File: src/rtl/hilo_div_unit.sv
// hilo_div_unit: multi-cycle radix-2 restoring divider for div/divu.
// Works on operand magnitudes for WIDTH cycles, then applies the sign fixup
// and writes HI (remainder) and LO (quotient) in one further cycle.
//
// Ports:
//   clk, rst_n        clock (rising edge), asynchronous active-low reset
//   start             divide request, accepted only in IDLE
//   is_signed         1 = div (two's complement), 0 = divu
//   dividend, divisor operands, captured with start
//   flush             cancels an in-flight divide (RUN/FIXUP)
//   busy              operation in progress (RUN or FIXUP)
//   done              one-cycle pulse after results are written (HI/LO write enable)
//   hi, lo            remainder / quotient registers
//   div_by_zero       last completed op had a zero divisor
module hilo_div_unit #(
    parameter int unsigned WIDTH = 32,
    parameter int unsigned CNT_W = 6
) (
    input  logic             clk,
    input  logic             rst_n,
    input  logic             start,
    input  logic             is_signed,
    input  logic [WIDTH-1:0] dividend,
    input  logic [WIDTH-1:0] divisor,
    input  logic             flush,
    output logic             busy,
    output logic             done,
    output logic [WIDTH-1:0] hi,
    output logic [WIDTH-1:0] lo,
    output logic             div_by_zero
);

    typedef enum logic [1:0] {
        StIdle  = 2'd0,
        StRun   = 2'd1,
        StFixup = 2'd2,
        StDone  = 2'd3
    } state_e;

    localparam logic [CNT_W-1:0] LastCnt = CNT_W'(WIDTH - 1);

    state_e             state_q, state_d;
    logic [CNT_W-1:0]   cnt_q, cnt_d;
    logic [WIDTH-1:0]   rem_q, rem_d;      // partial remainder
    logic [WIDTH-1:0]   quo_q, quo_d;      // dividend bits shift out, quotient bits shift in
    logic [WIDTH-1:0]   dvs_q, dvs_d;      // divisor magnitude
    logic               neg_quo_q, neg_quo_d;
    logic               neg_rem_q, neg_rem_d;
    logic               zero_q, zero_d;    // captured divisor == 0
    logic [WIDTH-1:0]   hi_q, hi_d;
    logic [WIDTH-1:0]   lo_q, lo_d;
    logic               dbz_q, dbz_d;

    // Operand magnitudes at capture time
    logic               neg_a, neg_b;
    logic [WIDTH-1:0]   mag_a, mag_b;

    // Restoring step datapath
    logic [WIDTH:0]     shifted_rem;
    logic [WIDTH:0]     trial;

    // Sign-corrected results
    logic [WIDTH-1:0]   quo_fix, rem_fix;

    always_comb begin
        neg_a = is_signed & dividend[WIDTH-1];
        neg_b = is_signed & divisor[WIDTH-1];
        mag_a = neg_a ? (~dividend + 1'b1) : dividend;
        mag_b = neg_b ? (~divisor + 1'b1) : divisor;
    end

    // rem_q < dvs_q holds at every step, so the (WIDTH+1)-bit difference is
    // negative exactly when its top bit is set.
    always_comb begin
        shifted_rem = {rem_q, quo_q[WIDTH-1]};
        trial       = shifted_rem - {1'b0, dvs_q};
    end

    always_comb begin
        quo_fix = neg_quo_q ? (~quo_q + 1'b1) : quo_q;
        rem_fix = neg_rem_q ? (~rem_q + 1'b1) : rem_q;
    end

    always_comb begin
        state_d   = state_q;
        cnt_d     = cnt_q;
        rem_d     = rem_q;
        quo_d     = quo_q;
        dvs_d     = dvs_q;
        neg_quo_d = neg_quo_q;
        neg_rem_d = neg_rem_q;
        zero_d    = zero_q;
        hi_d      = hi_q;
        lo_d      = lo_q;
        dbz_d     = dbz_q;

        unique case (state_q)
            StIdle: begin
                // flush on the same edge drops the request
                if (start && !flush) begin
                    rem_d     = '0;
                    quo_d     = mag_a;
                    dvs_d     = mag_b;
                    neg_quo_d = neg_a ^ neg_b;
                    neg_rem_d = neg_a;
                    zero_d    = (divisor == '0);
                    cnt_d     = '0;
                    state_d   = StRun;
                end
            end
            StRun: begin
                if (flush) begin
                    state_d = StIdle;
                end else begin
                    if (!trial[WIDTH]) begin
                        rem_d = trial[WIDTH-1:0];
                        quo_d = {quo_q[WIDTH-2:0], 1'b1};
                    end else begin
                        rem_d = shifted_rem[WIDTH-1:0];
                        quo_d = {quo_q[WIDTH-2:0], 1'b0};
                    end
                    cnt_d = cnt_q + CNT_W'(1);
                    if (cnt_q == LastCnt) begin
                        state_d = StFixup;
                    end
                end
            end
            StFixup: begin
                if (flush) begin
                    state_d = StIdle;
                end else begin
                    if (zero_q) begin
                        // With a zero divisor every trial succeeds, so rem_q is
                        // |dividend| and rem_fix restores the original dividend.
                        lo_d  = '1;
                        hi_d  = rem_fix;
                        dbz_d = 1'b1;
                    end else begin
                        lo_d  = quo_fix;
                        hi_d  = rem_fix;
                        dbz_d = 1'b0;
                    end
                    state_d = StDone;
                end
            end
            StDone: begin
                // Results are already committed; start here is ignored.
                state_d = StIdle;
            end
            default: begin
                state_d = StIdle;
            end
        endcase
    end

    always_ff @(posedge clk or negedge rst_n) begin
        if (!rst_n) begin
            state_q   <= StIdle;
            cnt_q     <= '0;
            rem_q     <= '0;
            quo_q     <= '0;
            dvs_q     <= '0;
            neg_quo_q <= 1'b0;
            neg_rem_q <= 1'b0;
            zero_q    <= 1'b0;
            hi_q      <= '0;
            lo_q      <= '0;
            dbz_q     <= 1'b0;
        end else begin
            state_q   <= state_d;
            cnt_q     <= cnt_d;
            rem_q     <= rem_d;
            quo_q     <= quo_d;
            dvs_q     <= dvs_d;
            neg_quo_q <= neg_quo_d;
            neg_rem_q <= neg_rem_d;
            zero_q    <= zero_d;
            hi_q      <= hi_d;
            lo_q      <= lo_d;
            dbz_q     <= dbz_d;
        end
    end

    always_comb begin
        busy        = (state_q == StRun) || (state_q == StFixup);
        done        = (state_q == StDone);
        hi          = hi_q;
        lo          = lo_q;
        div_by_zero = dbz_q;
    end

endmodule
File: config.mk
export PLATFORM = sky130hd
export DESIGN_NAME = hilo_div_unit
export DESIGN_NICKNAME = d
export VERILOG_FILES = /design/src/rtl/hilo_div_unit.sv
export SDC_FILE = /design/constraint.sdc
export NUM_CORES = 1
export LEC_CHECK = 0
export CAP_MARGIN = 0
export CORE_MARGIN = 4
export CORE_UTILIZATION = 41
export CTS_BUF_LIST = sky130_fd_sc_hd__clkbuf_4 sky130_fd_sc_hd__clkbuf_8
export CTS_CLUSTER_DIAMETER = 30
export DETAILED_ROUTE_END_ITERATION = 12
export PLACE_DENSITY_LB_ADDON = 0.1
export SYNTH_ARGS = -nofsm -noshare
export SYNTH_HDL_FRONTEND = slang
export SYNTH_SLANG_ARGS = --single-unit
File: constraint.sdc
create_clock -name clk -period 4.7 [get_ports clk]
set_input_delay 0.94 -clock clk [delete_from_list [all_inputs] [get_ports clk]]
set_output_delay 0.94 -clock clk [all_outputs]
set_load 0.01 [all_outputs]
* After elaboration in Yosys (flattened, before gate mapping) *
Cells that the tools add are included.

storage, ports and cells
  bits of input ports = 69
  output and inout bits = 67
  logic and storage cells = 64
  flip-flop bits (word level) = 172

operators by class
  add/subtract/negate cells = 6
  bitwise logic cells = 8
  reductions and logical operators = 10
  multiplexer cells = 22
  equality and inequality tests = 7

operators by type and width
  operator                                                               count
  32-bit 2-to-1 mux                                                      10
  32-bit by 1-bit adder with 32-bit output, second input constant        4
  32-bit inverter                                                        4
  32-bit one-hot mux with 2 select lines                                 2
  33-bit by 32-bit subtractor with 33-bit output                         1
  32-bit logical NOT                                                     1
  6-bit 2-to-1 mux                                                       2
  6-bit one-hot mux with 2 select lines                                  1
  2-bit 2-to-1 mux                                                       4
  2-bit one-hot mux with 4 select lines                                  1
  6-bit by 1-bit adder with 6-bit output, second input constant          1
  6-bit by 5-bit equality test with 1-bit output, second input constant  1
  2-bit AND reduction                                                    3
  2-bit equality test, second input constant                             2
  2-bit != test, second input constant                                   2
  3-bit != test, second input constant                                   1
  3-bit AND reduction                                                    1
  1-bit bitwise AND                                                      2
  2-bit by 1-bit equality test with 1-bit output, second input constant  1
  2-bit logical NOT                                                      1
  1-bit 2-to-1 mux                                                       2
  2-bit nonzero test                                                     1
  1-bit logical AND                                                      1
  1-bit logical NOT                                                      1
  other kinds (3)                                                        3

* Longest topological paths before layout *
  word-level depth = 5
  depth in mapped cells = 13
  mapped depth without buffers = 12

* Least setup slack after synthesis *
No wires, ideal clock.

  path kind = input to register
  start = in dividend[8]
  end = reg quo_q[27]
  path slack = 1.540 ns
  stages on the path = 9
  setup time = 0.083 ns
  data arrival time = 3.078 ns
  buffers on the path = 0
  cells stage by stage = or4_4 > or3_4 > nor3_1 > and2_2 > nand3b_1 > o41ai_1 > xnor2_1 > mux2i_1 > o21ai_0

on the way
  word-level cells in the longest chain between the ends = 5

ends and longest elaborated chain
  what                                      line  RTL
  start, declared                           23    input logic [WIDTH-1:0] dividend,
  32-bit inverter                           68    mag_a = neg_a ? (~dividend + 1'b1) : dividend;
  32-bit by 1-bit adder with 32-bit output  68
  32-bit 2-to-1 mux                         68
  32-bit 2-to-1 mux                         100   if (start && !flush) begin
  32-bit one-hot mux with 2 select lines    97    unique case (state_q)
  end signal, assigned                      173   quo_q <= quo_d;
  end, declared                             45    logic [WIDTH-1:0] quo_q, quo_d;

Every way passes these cells. The select of a mux whose other input is x is not followed.
A chain may end at the register's enable or synchronous reset.

* Worst setup path after layout *
  start = reg rem_q[5]
  end = reg rem_q[29]

on the way
  word-level cells in the longest chain between the ends = 4

ends and longest elaborated chain
  what                                            line  RTL
  start, declared                                 44    logic [WIDTH-1:0] rem_q, rem_d;
  start signal, assigned                          172   rem_q <= rem_d;
  33-bit by 32-bit subtractor with 33-bit output  76    trial = shifted_rem - {1'b0, dvs_q};
  32-bit 2-to-1 mux                               115   if (!trial[WIDTH]) begin
  32-bit 2-to-1 mux                               112   if (flush) begin
  32-bit one-hot mux with 2 select lines          97

Every way passes these cells. The select of a mux whose other input is x is not followed.

==> results.py <==
metrics = {
    "placed_design": {
        "dp_cells": 1815,
        "finalWeightedCongestion": 0.892,
        "port_buffers": 135,
        "dpl.hpwl_mm": 22.8,
    },
    "sta": {
        "finalSetupViolCount": 0,
        "fin_crit_sh": 0.803,
        "tns_ps": 0,
        "fmax_ghz": 0.265,
        "worst_slew_pin_slew_ps": 1260,
        "skew_ps": 21.0,
        "period_needed_ps": 3770,
        "fin_hold_ws_ps": 486,
        "hold_viol": 0,
        "slew_viol_final": 0,
        "rsz0062_at_grt": "no",
        "max_slew_margin": 0.159,
    },
    "synthesis": {
        "async_reset_ff_frac": 1.00,
        "synth-simple-area-share": 0.180,
        "synth_top_flop_cell": "dfrtp_1",
        "syn-num-nets": 1474,
        "ys_seq_elements": 172,
        "ys_warn_count": 0,
        "synth_top_family_by_area": "compound AO/OA/AOI/OAI gates",
        "netlist_area_mm2": 0.0113,
        "avgSynthCellArea_um2": 8.32,
        "synth_area_leaders": "dfrtp_1 (38%), o21ai_0 (7.6%), xor2_1 (6.5%)",
        "synth-xor-area-share": 0.112,
        "synthesis.instances": 1362,
        "synth-compound-area-share": 0.208,
        "synth_edf_count": 0,
        "seq_area_frac_synth": 0.380,
        "synth_largest_area_cell": "dfrtp_1",
        "synth_fa_ha_area_frac": 0.0481,
        "ys_types": 66,
        "synth.area.mux_share": 0.0301,
        "synth.top_cell.area_share": 0.380,
    },
    "floorplanning": {
        "die_y_um": 174,
        "die_area_mm2": 0.0304,
        "std_cell_rows": 60,
        "start_util": 0.418,
        "die_w_um": 174,
        "fp.coreArea_mm2": 0.0271,
        "ioPinCount": 136,
    },
    "cells_and_area": {
        "stdcell_count": 1847,
        "antenna_cells": 0,
        "multi_input_area_mm2": 0.00657,
        "final_nets": 1574,
        "areaGrowthSynthToFinish_pct": 18.6,
        "seqCellArea_mm2": 0.00430,
        "drive_gt1_frac": 0.0488,
        "num-fill-cells": 2685,
    },
    "grt": {
        "overflow": 0,
        "grt_first_pass_wirelength_mm": 50.1,
        "first_global_vias": 9492,
        "grt_max_degree": 97,
        "antenna_found_initial": 0,
        "grt.total_usage": 0.200,
    },
    "run_status": {
        "status": "complete, no violations",
    },
    "critical_path": {
        "cp_cell_sequence": "ha_1 -> a2111oi_0 -> inv_1 -> o21a_1 -> a221oi_1 -> o31ai_1 -> a2111oi_0 -> nor3_1 -> xor2_1 -> a31o_2",
        "endpoint_kind": "flip-flop",
        "cpMostUsedCell": "a2111oi_0",
        "required_ps": 5060,
        "cp.arrival_ps": 4140,
        "r2r-start": "rem_q[5]",
        "critPathKind": "reg -> reg",
        "critPathMaxStageDelay_ps": 600,
        "crit_path_top_delay_cell": "a221oi_1",
        "critPathLaunchType": "flip-flop",
        "crit_path_start": "rem_q[5]",
        "critical_path.max_fanout": 6,
    },
    "detailed_routing": {
        "ant_nets": 0,
        "routed_wl_mm": 30.2,
        "via_per_inst": 5.29,
        "vias": 9771,
        "wire_per_inst_um": 16.3,
        "drc": 0,
        "drt_iter0_drc": 613,
        "drt_first_pass_iters": 5,
    },
    "run": {
        "max_cap_violations": 0,
    },
    "power": {
        "power_density_mw_per_mm2": 677,
        "p_total_w": 0.00910,
        "ir_drop_v": 0.000282,
        "leakage_nw": 5.68,
    },
    "clock_network": {
        "ctsResizeCount": 0,
        "clock-root-buffer": "clkbuf_8",
        "cts_max_path_buffers": 2,
        "cts.reportedPaths.clkPinSlew_ps": 100,
        "clock-sinks": 172,
        "numCtsBuffers": 17,
        "cts-htree-levels": 4,
        "insertion_delay_ps": 480,
        "ctsHoldBuffers": 0,
        "tritoncts": "done",
        "post-cts-setup-buffers": 0,
    },
    "hold_path": {
        "hp-start": "hi[3]",
        "hold_class": "reg -> reg",
    },
}
[path summary, 6_finish.rpt]
path                                  end  slack (ps)  depth (start not counted)
worst max-delay path            rem_q[29]         930                         10
worst min-delay path                hi[3]         490                          2
worst max register to register  rem_q[29]         930                         10
worst min register to register      hi[3]         490                          2
max in group asynchronous        rem_q[8]        3120                          2
min in group asynchronous          hi[11]         540                          1
[sequential cells by signal (all words and copies together), names as in the netlist]
register,count
rem_q,32
quo_q,32
dvs_q,32
lo,32
zero_q,1
div_by_zero,1
hi,32
state_q,2
neg_quo_q,1
neg_rem_q,1
cnt_q,6
[through the flow]
step                area [um^2]  worst slack [ps]  utilization
global placement          13000               795        0.481
finish                    13400               926        0.496
CTS                       13400               956        0.496
global route              13400               665        0.496
detailed placement        13000               732        0.481
floorplan                 11300              1540            -
[routing by layer]
layer	wire [um]	global-route usage	up-vias	part of all wire
met2	12800	0.294	229	0.42
met3	1390	0.0331	25	0.046
met4	306	0.0419	0	0.010
met5	0	0	-	0
met1	15700	0.309	4548	0.52
li1	-	-	4969	-
[layout make-up]
| class | count | area share |
|---|---|---|
| multi-input cells | 1064 | 0.489 |
| well taps | 372 | 0.0346 |
| inverters | 57 | 0.0159 |
| flip-flops and latches | 172 | 0.320 |
| clock inverters | 15 | 0.0128 |
| clock buffers | 17 | 0.0174 |
| repair buffers | 150 | 0.110 |
[cell usage after synthesis (3+ instances only)]
library cell and instances:
a2111oi_0 4, a21o_1 17, a21oi_1 121, a22o_1 3
a31oi_1 3, a41oi_1 3, and2_1 8, and3_1 7
buf_2 4, clkbuf_1 64, dfrtp_1 172, ha_1 42
inv_1 57, mux2i_1 33, nand2_1 192, nand2b_1 8
nand3_1 24, nand3b_1 7, nand4_1 9, nor2_1 94
nor2b_1 10, nor3_1 25, nor3b_1 4, nor4_1 12
o211ai_1 9, o21ai_0 173, o21bai_1 4, o22ai_1 3
o31ai_1 26, o41ai_1 9, or2_2 4, or3_1 20
or3_4 3, or4_1 6, xnor2_1 61, xor2_1 84
[layout by cell type (no fill, tap or decap), drive strengths merged, types with 10 or more instances in the layout]
cell type	Yosys	final
xor2	84	84
nor4	12	12
mux2i	33	33
nand2	192	192
o31ai	28	28
a21oi	121	121
nand3	24	24
ha	42	42
buf	5	16
nor2	94	94
or3	23	23
clkbuf	64	17
inv	57	64
o21ai	175	175
xnor2	61	61
nor3	26	26
a21o	17	17
nor2b	10	10
dfrtp	172	172
clkdlybuf4s50	0	134
o41ai	10	10
[critical path, delay by kind of cell, from the launching register on]
family / cells / cell delay (ps)
fa+ha+maj: 1 / 410
flops: 1 / 490
compound gates: 6 / 2370
buf+inv: 1 / 120
xor+xnor: 1 / 160
simple gates: 1 / 130
[cell families after synthesis]
logic type,after synthesis
flip-flops,172
adder cells (fa/ha/maj),43
multiplexers,34
AND/OR/NAND/NOR,440
buffers and inverters,126
AO/OA/AOI/OAI,402
XOR/XNOR,145
[power breakdown]
group	switching, W	total (W)	internal (W)	leakage [nW]
clock network	0.000653	0.00110	0.000449	0.201
logic	0.00288	0.00525	0.00237	3.31
registers	0.000659	0.00275	0.00209	2.17
total	0.00419	0.00910	0.00491	5.68
Note: power is estimated with default switching activity, not from simulation.
